[src/rtl/dmem_arbiter_2core.sv]
// ---------------------------------------------------------------------------
// dmem_arbiter_2core
//
// Shares one data-memory port between the MEM stages of two cores. Requests
// are granted round-robin. The granted access is latched and presented to
// memory until mem_ready. Read data is returned through a registered
// per-core rdata with a one-cycle done pulse. A requesting core is stalled
// until its own done pulse.
//
// Optional feature: define DMEM_ARB_LOCK_EN to add cN_lock inputs and a
// LOCKED state. In LOCKED, the previous owner keeps the port across several
// accesses, for example an AMO read-modify-write pair.
//
// Ports
//   clk, rst               clock, synchronous active-high reset
//   cN_req/we/addr/wdata   core N access request (level, held until cN_done)
//   cN_lock                core N atomic lock (DMEM_ARB_LOCK_EN only)
//   cN_stall               freeze core N EX/MEM register
//   cN_done, cN_rdata      completion pulse and load data for core N
//   mem_req/we/addr/wdata  shared memory access, stable until mem_ready
//   mem_ready, mem_rdata   memory completion and read data
//   owner, busy            current grant holder, access/lock in progress
// ---------------------------------------------------------------------------
module dmem_arbiter_2core #(
  parameter int ADDR_W = 32,
  parameter int DATA_W = 32
) (
  input  logic              clk,
  input  logic              rst,
  input  logic              c0_req,
  input  logic              c0_we,
  input  logic [ADDR_W-1:0] c0_addr,
  input  logic [DATA_W-1:0] c0_wdata,
`ifdef DMEM_ARB_LOCK_EN
  input  logic              c0_lock,
`endif
  output logic              c0_stall,
  output logic              c0_done,
  output logic [DATA_W-1:0] c0_rdata,
  input  logic              c1_req,
  input  logic              c1_we,
  input  logic [ADDR_W-1:0] c1_addr,
  input  logic [DATA_W-1:0] c1_wdata,
`ifdef DMEM_ARB_LOCK_EN
  input  logic              c1_lock,
`endif
  output logic              c1_stall,
  output logic              c1_done,
  output logic [DATA_W-1:0] c1_rdata,
  output logic              mem_req,
  output logic              mem_we,
  output logic [ADDR_W-1:0] mem_addr,
  output logic [DATA_W-1:0] mem_wdata,
  input  logic              mem_ready,
  input  logic [DATA_W-1:0] mem_rdata,
  output logic              owner,
  output logic              busy
);

`ifdef DMEM_ARB_LOCK_EN
  typedef enum logic [1:0] {IDLE, BUSY, LOCKED} state_t;
`else
  typedef enum logic [1:0] {IDLE, BUSY} state_t;
`endif

  state_t              state_q, state_d;
  logic                owner_q, owner_d;
  logic                last_q, last_d;
  logic                we_q, we_d;
  logic [ADDR_W-1:0]   addr_q, addr_d;
  logic [DATA_W-1:0]   wdata_q, wdata_d;
  logic                done0_q, done0_d;
  logic                done1_q, done1_d;
  logic [DATA_W-1:0]   rdata0_q, rdata0_d;
  logic [DATA_W-1:0]   rdata1_q, rdata1_d;

  logic                elig0, elig1;
  logic                grant, gsel;

  // A core's request is ignored in its done cycle. The core is then
  // presenting its next request, which must not be served twice.
  assign elig0 = c0_req & ~done0_q;
  assign elig1 = c1_req & ~done1_q;

`ifdef DMEM_ARB_LOCK_EN
  logic own_elig, own_lock;
  assign own_elig = owner_q ? elig1 : elig0;
  assign own_lock = owner_q ? c1_lock : c0_lock;
`endif

  always_comb begin
    state_d  = state_q;
    owner_d  = owner_q;
    last_d   = last_q;
    we_d     = we_q;
    addr_d   = addr_q;
    wdata_d  = wdata_q;
    done0_d  = 1'b0;
    done1_d  = 1'b0;
    rdata0_d = rdata0_q;
    rdata1_d = rdata1_q;
    grant    = 1'b0;
    gsel     = 1'b0;

    case (state_q)
      IDLE: begin
        if (elig0 && elig1) begin
          grant = 1'b1;
          gsel  = ~last_q;
        end else if (elig0) begin
          grant = 1'b1;
          gsel  = 1'b0;
        end else if (elig1) begin
          grant = 1'b1;
          gsel  = 1'b1;
        end
      end
      BUSY: begin
        if (mem_ready) begin
          // Read data is returned on stores as well; the core ignores it.
          if (owner_q) begin
            rdata1_d = mem_rdata;
            done1_d  = 1'b1;
          end else begin
            rdata0_d = mem_rdata;
            done0_d  = 1'b1;
          end
          last_d = owner_q;
`ifdef DMEM_ARB_LOCK_EN
          state_d = own_lock ? LOCKED : IDLE;
`else
          state_d = IDLE;
`endif
        end
      end
`ifdef DMEM_ARB_LOCK_EN
      LOCKED: begin
        // Only the lock holder may start an access. There is no arbitration.
        if (own_elig) begin
          grant = 1'b1;
          gsel  = owner_q;
        end else if (!own_lock) begin
          state_d = IDLE;
        end
      end
`endif
      default: state_d = IDLE;
    endcase

    if (grant) begin
      state_d = BUSY;
      owner_d = gsel;
      we_d    = gsel ? c1_we    : c0_we;
      addr_d  = gsel ? c1_addr  : c0_addr;
      wdata_d = gsel ? c1_wdata : c0_wdata;
    end
  end

  always_ff @(posedge clk) begin
    if (rst) begin
      state_q  <= IDLE;
      owner_q  <= 1'b0;
      last_q   <= 1'b1;
      we_q     <= 1'b0;
      addr_q   <= '0;
      wdata_q  <= '0;
      done0_q  <= 1'b0;
      done1_q  <= 1'b0;
      rdata0_q <= '0;
      rdata1_q <= '0;
    end else begin
      state_q  <= state_d;
      owner_q  <= owner_d;
      last_q   <= last_d;
      we_q     <= we_d;
      addr_q   <= addr_d;
      wdata_q  <= wdata_d;
      done0_q  <= done0_d;
      done1_q  <= done1_d;
      rdata0_q <= rdata0_d;
      rdata1_q <= rdata1_d;
    end
  end

  assign mem_req   = (state_q == BUSY);
  assign mem_we    = we_q;
  assign mem_addr  = addr_q;
  assign mem_wdata = wdata_q;

  assign c0_done   = done0_q;
  assign c1_done   = done1_q;
  assign c0_rdata  = rdata0_q;
  assign c1_rdata  = rdata1_q;
  assign c0_stall  = c0_req & ~done0_q;
  assign c1_stall  = c1_req & ~done1_q;

  assign owner     = owner_q;
  assign busy      = (state_q != IDLE);

endmodule

[config.mk]
export PLATFORM = sky130hd
export DESIGN_NAME = dmem_arbiter_2core
export DESIGN_NICKNAME = d
export VERILOG_FILES = /design/src/rtl/dmem_arbiter_2core.sv
export SDC_FILE = /design/constraint.sdc
export NUM_CORES = 1
export LEC_CHECK = 0
export CORE_AREA = 2 2 118 120
export CTS_CLUSTER_SIZE = 10
export DETAILED_ROUTE_END_ITERATION = 10
export DIE_AREA = 0 0 120 122
export DONT_BUFFER_PORTS = 1
export HOLD_SLACK_MARGIN = 0.03
export SETUP_SLACK_MARGIN = 0.2
export SLEW_MARGIN = 5
export SYNTH_ARGS = -nofsm -noshare
export SYNTH_HDL_FRONTEND = slang
export SYNTH_SLANG_ARGS = --single-unit
[constraint.sdc]
create_clock -name clk -period 2.1 [get_ports clk]
set_input_delay 0.525 -clock clk [delete_from_list [all_inputs] [get_ports clk]]
set_output_delay 0.525 -clock clk [all_outputs]
set_load 0.02 [all_outputs]
==> results.json, run 1 <==
{
  "grt-ovfl-total": 0,
  "grt_setup_unrepaired": "false",
  "fin_crit_ns": 1.73,
  "setup_violations": 0,
  "pin_count": 303,
  "clock_path_buffers": 2,
  "cts-root-buf": "clkbuf_16",
  "max_slew_margin_pct": 67.4,
  "fmax_mhz": 579,
  "cts_buffers": 17,
  "hold_depth": 1,
  "grt_max_degree": 103,
  "required_ns": 1.57,
  "cp_data_arrival_time_ns": 1.20,
  "hpwl_um": 10700,
  "max_stage_delay_ns": 0.53,
  "finalClockSkew_ns": 0.0138,
  "worst_pin_slew_ns": 0.489,
  "synth_area_leader_cell": "dfxtp_1",
  "syn_area_per_cell_um2": 9.31,
  "ir_drop_mv": 0.517,
  "core-area_um2": 13500,
  "netlist_top_cells_area": "dfxtp_1 48%, a311oi_2 16%, nand2_1 13%",
  "cts_setup_buffers": 0,
  "wl_per_cell_um": 19.1,
  "finalHoldViolations": 0,
  "cp_num_buf_inv": 1,
  "vias_per_cell": 5.50,
  "final_area_um2": 6200,
  "cts_tree": "done",
  "clk_pin_slew_ns": 0.06,
  "synth-seq-area-share_pct": 48.4,
  "timing.setup.tns_ns": 0,
  "synth_top_family_by_area": "compound AO/OA/AOI/OAI gates",
  "hold_path_class": "input pin to flip-flop",
  "remaining_drc_errors": 0,
  "crit_type": "flip-flop to primary output",
  "crit_chain": "buf_4",
  "place.gp.congestion": 0.792,
  "cp_top_family": "flip-flops",
  "fillers": 1298,
  "crit_path_end_kind": "primary output",
  "p_leak_nw": 2.28,
  "drt_pre_antenna_iters": 5,
  "syn-cell-area_um2": 5540,
  "synthXorXnorAreaFrac_pct": 0,
  "area_growth_pct": 12.0,
  "synth-compound-area-share_pct": 25.5,
  "die_h_um": 122,
  "grt_pass1_vias": 4290,
  "worst_slack_ns": 0.372,
  "rows": 43,
  "drive_gt1_share_pct": 19.7,
  "hold_buffers": 0,
  "layout_common_cells": "197 x nand2_1, 134 x dfxtp_1, 66 x nor2_1",
  "clock_latency_ns": 0.42,
  "worstPathMaxFanout": 8,
  "syn-num-nets": 762,
  "p_per_area_nw_per_um2": 1080,
  "yosysUniqueCellTypes": 25,
  "initial_core_util_pct": 41.0,
  "ant_nets": 0,
  "diodes": 0,
  "synth.area.mux_share_pct": 0,
  "ff2ff_path_depth": 5,
  "fin_crit_sh_pct": 82.3,
  "status": "finished, final reports clean",
  "final_net_count": 744,
  "dp_slack_ns": 0.236,
  "yosysWarnings": 0,
  "maxCapViolCount": 0,
  "drt-initial-drc-count": 211,
  "cts-resized-gates": 0,
  "cts_htree_levels": 4,
  "ys_ff_latch": 134,
  "port-buffer-count": 0,
  "die_area_um2": 14600,
  "synth_adder_area_share_pct": 0,
  "antenna_found_initial": 0,
  "synth_top_area_share_pct": 48.4,
  "drt_wl_total_um": 14700,
  "grt_pass1_wl_um": 22000,
  "clock_sinks": 134,
  "syn_inst": 595,
  "placed_area_um2": 5610,
  "cp_slowest_cell": "dfxtp_1",
  "vias": 4234,
  "crit_path_start_kind": "flip-flop",
  "synth-simple-area-share_pct": 19.3,
  "grt.total_usage_pct": 19.2,
  "drv_slew": 0,
  "worst-path-stages": 1,
  "die_w_um": 120,
  "layout_commonest_cell": "nand2_1"
}
[layout make-up]
type	count	area, µm²	share of cell area, %
multi-input combinational	406	2510	40.5
inverter	1	3.75	0.0605
timing repair buffer	17	190	3.07
clock inverter	13	146	2.36
tap	180	225	3.63
clock buffer	19	443	7.14
sequential	134	2680	43.3
[registers in the layout, indices dropped and copies added (netlist names), 32 cells and up]
name       flops
mem_addr      32
c0_rdata      32
c1_rdata      32
mem_wdata     32
[through the flow]
stage	hold WS [ns]	power [mW]	utilization, %	cells
2_1_floorplan	0.417	3.73	-	595
3_3_place_gp	0.427	3.79	41.6	738
3_5_place_dp	0.466	3.82	41.6	738
4_1_cts	0.166	6.76	45.9	770
5_1_grt	0.167	6.96	45.9	770
6_report	0.183	6.68	45.9	770
[cells by family (layout without fill, tap and decap cells)]
group / after synthesis / count (layout)
AND/OR/NAND/NOR: 273 / 273
AO/OA/AOI/OAI: 133 / 133
buffers and inverters: 55 / 50
flip-flops: 134 / 134
[Yosys cell counts (all sizes together)]
cell and n:
o21ba 1, a21oi 33, or3 1, buf 36, and2b 1, dfxtp 134
nor2 67, a22o 32, or2 1, nand2 197, a211oi 1, inv 1
nor3b 1, clkbuf 18, and3b 1, a31oi 1, a311oi 65, nor3 2
nand2b 2
[metal layers]
| metal | share of wire (%) | GRT usage [%] | vias to the layer above |
|---|---|---|---|
| met4 | 1.5 | 8.09 | 0 |
| met2 | 50 | 33.0 | 222 |
| li1 | - | - | 2020 |
| met5 | 0 | 0 | - |
| met3 | 11 | 8.90 | 14 |
| met1 | 37 | 20.4 | 1978 |
[final timing paths]
| kind | from | slack, ns | endpoint |
|---|---|---|---|
| setup / recovery | state_q[0] | 0.37 | busy |
| hold / removal | rst | 0.18 | c0_rdata[0] |
| setup reg to reg | c0_done | 0.37 | mem_addr[20] |
| hold reg to reg | last_q | 0.47 | last_q |
[power by group]
group          switching [mW]  internal (mW)  total [mW]
Combinational           0.409          0.275       0.684
Sequential              0.351           2.72        3.07
Clock                    1.14           1.79        2.92
Power figures use the tool's default switching activity.
==> inputs of run 2 (changes only) <==
==> constraint.sdc (replaced) <==
create_clock -name clk -period 1.7 [get_ports clk]
set_input_delay 0.425 -clock clk [delete_from_list [all_inputs] [get_ports clk]]
set_output_delay 0.425 -clock clk [all_outputs]
set_load 0.02 [all_outputs]
==> results.json, run 2 (same netlist as run 1, synthesis figures left out) <==
{
  "status": "finished, final reports clean",
  "cp_num_buf_inv": 1,
  "drv_slew": 0,
  "clock_latency_ns": 0.42,
  "dp_slack_ns": 0.0805,
  "cp_data_arrival_time_ns": 1.10,
  "worst_pin_slew_ns": 0.322,
  "final_net_count": 755,
  "hpwl_um": 10500,
  "clock_path_buffers": 2,
  "p_per_area_nw_per_um2": 1250,
  "finalHoldViolations": 0,
  "grt_pass1_wl_um": 23900,
  "remaining_drc_errors": 0,
  "die_area_um2": 14600,
  "diodes": 0,
  "finalNonFillerCells": 780,
  "cts-root-buf": "clkbuf_16",
  "rows": 43,
  "cts_buffers": 17,
  "die_h_um": 122,
  "clk_pin_slew_ns": 0.06,
  "layout_common_cells": "197 x nand2_1, 131 x dfxtp_1, 61 x a311oi_2",
  "grt_setup_unrepaired": "true",
  "port-buffer-count": 0,
  "drt-initial-drc-count": 266,
  "crit_path_end_kind": "primary output",
  "grt_pass1_vias": 4309,
  "crit_path_start_kind": "flip-flop",
  "max_slew_margin_pct": 78.5,
  "drt_pre_antenna_iters": 4,
  "cts_htree_levels": 4,
  "holdWs_ns": 0.0870,
  "fillers": 1298,
  "vias": 4442,
  "initial_core_util_pct": 41.0,
  "grt_max_degree": 103,
  "pin_count": 303,
  "ant_nets": 0,
  "wl_per_cell_um": 20.3,
  "fmax_mhz": 654,
  "placedCellCount": 740,
  "die_w_um": 120,
  "setup_violations": 0,
  "cts_tree": "done",
  "required_ns": 1.27,
  "ir_drop_mv": 0.639,
  "core-area_um2": 13500,
  "cp_slowest_cell": "dfxtp_2",
  "clock_sinks": 134,
  "maxCapViolCount": 0,
  "fin_crit_sh_pct": 89.9,
  "place.gp.congestion": 0.796,
  "drive_gt1_share_pct": 26.8,
  "area_growth_pct": 17.4,
  "grt.total_usage_pct": 21.0,
  "hold_buffers": 0,
  "hold_path_class": "input pin to flip-flop",
  "grt-ovfl-total": 0,
  "drt_wl_total_um": 15800,
  "finalClockSkew_ns": 0.00848,
  "worst_slack_ns": 0.171,
  "fin_crit_ns": 1.53,
  "p_leak_nw": 2.39,
  "max_stage_delay_ns": 0.33,
  "crit_chain": "and2b_2, buf_6",
  "vias_per_cell": 5.69,
  "worstPathMaxFanout": 3,
  "layout_commonest_cell": "nand2_1",
  "cp_top_family": "flip-flops",
  "crit_type": "flip-flop to primary output",
  "timing.setup.tns_ns": 0,
  "antenna_found_initial": 0
}
[run 2: cell count changes in the layout (fill, tap and decap cells not counted), sizes merged]
cell / change
clkbuf: -1
bufbuf: +3
bufinv: -2
buf: +8
clkinv: +2
[run 2: layout make-up]
cell class              count  area, µm²  area share (%)
flip-flops and latches    134       2690            41.3
multi-input cells         406       2600            39.9
repair buffers             28        453            6.97
clock buffers              18        429            6.60
well taps                 180        225            3.47
clock inverters            13        103            1.58
inverters                   1       6.26          0.0963
[run 2: per-layer routing]
layer | up-vias | wire (µm) | share of wire, % | global-route usage (%)
met2 | 219 | 7960 | 50 | 35.8
met3 | 27 | 1430 | 9.0 | 7.54
li1 | 2052 | - | - | -
met5 | - | 0 | 0 | 0
met1 | 2144 | 6120 | 39 | 23.7
met4 | 0 | 325 | 2.1 | 9.04
[run 2: stage by stage]
step | cell area [µm²] | util (%) | power, mW
floorplan | 5630 | - | 4.65
finish | 6500 | 48.1 | 8.14
detailed placement | 5750 | 42.6 | 4.79
CTS | 6480 | 48.0 | 8.23
global route | 6500 | 48.1 | 8.49
global placement | 5750 | 42.6 | 4.75
[run 2: worst reg2reg max path: stages (launching register included)]
cell and delay, ns:
dfxtp_2 0.33, and2b_2 0.23, o21ba_4 0.27, bufbuf_16 0.33, a311oi_2 0.25
[run 2: worst paths after layout]
path                start  cells past startpoint  slack, ns      endpoint
setup reg to reg  c0_done                      4       0.21   mem_addr[1]
hold reg to reg    last_q                      2       0.44        last_q
hold / removal        rst                      1       0.09  c0_rdata[29]
setup / recovery  c0_done                      2       0.17      c0_stall
[run 2: power breakdown]
part | leakage [nW] | internal, mW | switching [mW] | total (mW)
clock network | 0.247 | 1.87 | 1.43 | 3.30
logic | 1.05 | 0.470 | 0.567 | 1.04
registers | 1.10 | 3.37 | 0.442 | 3.81
total | 2.39 | 5.70 | 2.44 | 8.14
[run 2: what timing repair did]
item | in CTS | in global routing
buffers inserted | 4 | 0
setup endpoints to repair | 81 | 60
cloned | 5 | 0
pin swaps | 1 | 3
gates resized for setup | 7 | 5
==> inputs of run 3 (changes only) <==
--- a/config.mk
+++ b/config.mk
@@ -6,6 +6,8 @@
 export NUM_CORES = 1
 export LEC_CHECK = 0
 export CORE_AREA = 2 2 118 120
+export CTS_BUF_LIST = sky130_fd_sc_hd__clkbuf_16
+export CTS_CLUSTER_DIAMETER = 50
 export CTS_CLUSTER_SIZE = 10
 export DETAILED_ROUTE_END_ITERATION = 10
 export DIE_AREA = 0 0 120 122
==> results.json, run 3 (same netlist as run 1, synthesis figures left out) <==
{
  "status": "finished, final reports clean",
  "p_leak_nw": 2.40,
  "grt.total_usage_pct": 21.0,
  "ff2ff_path_depth": 4,
  "antenna_found_initial": 0,
  "grt-ovfl-total": 0,
  "max_slew_margin_pct": 78.5,
  "drt-initial-drc-count": 263,
  "rows": 43,
  "final_net_count": 755,
  "fillers": 1298,
  "wl_per_cell_um": 20.3,
  "place.gp.congestion": 0.796,
  "finalHoldViolations": 0,
  "grt_pass1_wl_um": 23900,
  "clock_sinks": 134,
  "core-area_um2": 13500,
  "grt_setup_unrepaired": "true",
  "post-route-util_pct": 48.1,
  "vias_per_cell": 5.68,
  "ir_drop_mv": 0.639,
  "remaining_drc_errors": 0,
  "crit_path_start_kind": "flip-flop",
  "pin_count": 303,
  "hold_buffers": 0,
  "fmax_mhz": 654,
  "required_ns": 1.27,
  "initial_core_util_pct": 41.0,
  "area_growth_pct": 17.4,
  "grt_max_degree": 103,
  "cts_tree": "done",
  "clock_latency_ns": 0.42,
  "finalPower_mw": 8.13,
  "maxCapViolCount": 0,
  "clk_pin_slew_ns": 0.06,
  "hold_start": "rst",
  "cp-startpoint": "c0_done",
  "crit_path_end_kind": "primary output",
  "vias": 4432,
  "fin_crit_ns": 1.53,
  "die_w_um": 120,
  "clock_path_buffers": 2,
  "port-buffer-count": 0,
  "hold_path_class": "input pin to flip-flop",
  "die_h_um": 122,
  "grt_pass1_vias": 4309,
  "finalClockSkew_ns": 0.00844,
  "worstPathMaxFanout": 3,
  "layout_commonest_cell": "nand2_1",
  "drive_gt1_share_pct": 26.8,
  "drt_wl_total_um": 15900,
  "hold_depth": 1,
  "drt_pre_antenna_iters": 4,
  "fin_crit_sh_pct": 89.9,
  "finalNonFillerCells": 780,
  "cp_data_arrival_time_ns": 1.10,
  "setup_violations": 0,
  "hpwl_um": 10500,
  "placedCellCount": 740,
  "p_per_area_nw_per_um2": 1250,
  "timing.setup.tns_ns": 0,
  "layout_common_cells": "197 x nand2_1, 131 x dfxtp_1, 61 x a311oi_2",
  "ant_nets": 0,
  "die_area_um2": 14600,
  "reg2reg_from": "c0_done",
  "cts_buffers": 17,
  "crit_type": "flip-flop to primary output",
  "drv_slew": 0,
  "worst_pin_slew_ns": 0.322,
  "diodes": 0,
  "cts_htree_levels": 4,
  "cts-root-buf": "clkbuf_16"
}
==> run 3: worst max-delay path, stage by stage, from the launching register on <==
cell and delay [ns]:
dfxtp_2 0.33, and2b_2 0.23, buf_6 0.14
==> run 3: area by class of cell <==
cell class                 instances  area (µm²)  share of cell area (%)
multi-input combinational        406        2600                    39.9
tap                              180         225                    3.47
clock inverter                    14         106                    1.64
clock buffer                      17         425                    6.55
inverter                           1        6.26                  0.0963
timing repair buffer              28         453                    6.97
sequential                       134        2690                    41.3
==> run 3: path summary, 6_finish.rpt <==
| kind | slack [ns] | endpoint |
|---|---|---|
| max reg2reg | 0.21 | mem_addr[1] |
| max | 0.17 | c0_stall |
| min | 0.09 | c0_rdata[29] |
| min reg2reg | 0.44 | last_q |
==> run 3: metal layers <==
metal / share of wire (%) / GRT usage, % / wire [µm]
met4: 2.1 / 9.04 / 325
met3: 8.9 / 7.54 / 1410
met2: 50 / 35.8 / 7970
met5: 0 / 0 / 0
met1: 39 / 23.7 / 6150
==> run 3: stage by stage <==
step                      hold WS (ns)  cell area (µm²)  setup slack (ns)
final                           0.0869             6500             0.171
after global routing            0.0545             6500             0.126
after CTS                       0.0585             6480             0.148
after detailed placement         0.435             5750            0.0805
after global placement           0.439             5750             0.118
after floorplan                  0.417             5630             0.192
==> run 3: power breakdown <==
group	internal [mW]	switching [mW]
clock network	1.86	1.43
registers	3.37	0.442
logic	0.470	0.567
total	5.70	2.44
==> run 3: repair_timing <==
action | in CTS | in global routing
setup endpoints to repair | 81 | 60
setup buffers | 4 | 0
pin swaps | 1 | 3
gates resized for setup | 7 | 5
endpoints found under the hold margin | 0 | 0
cloned | 5 | 0
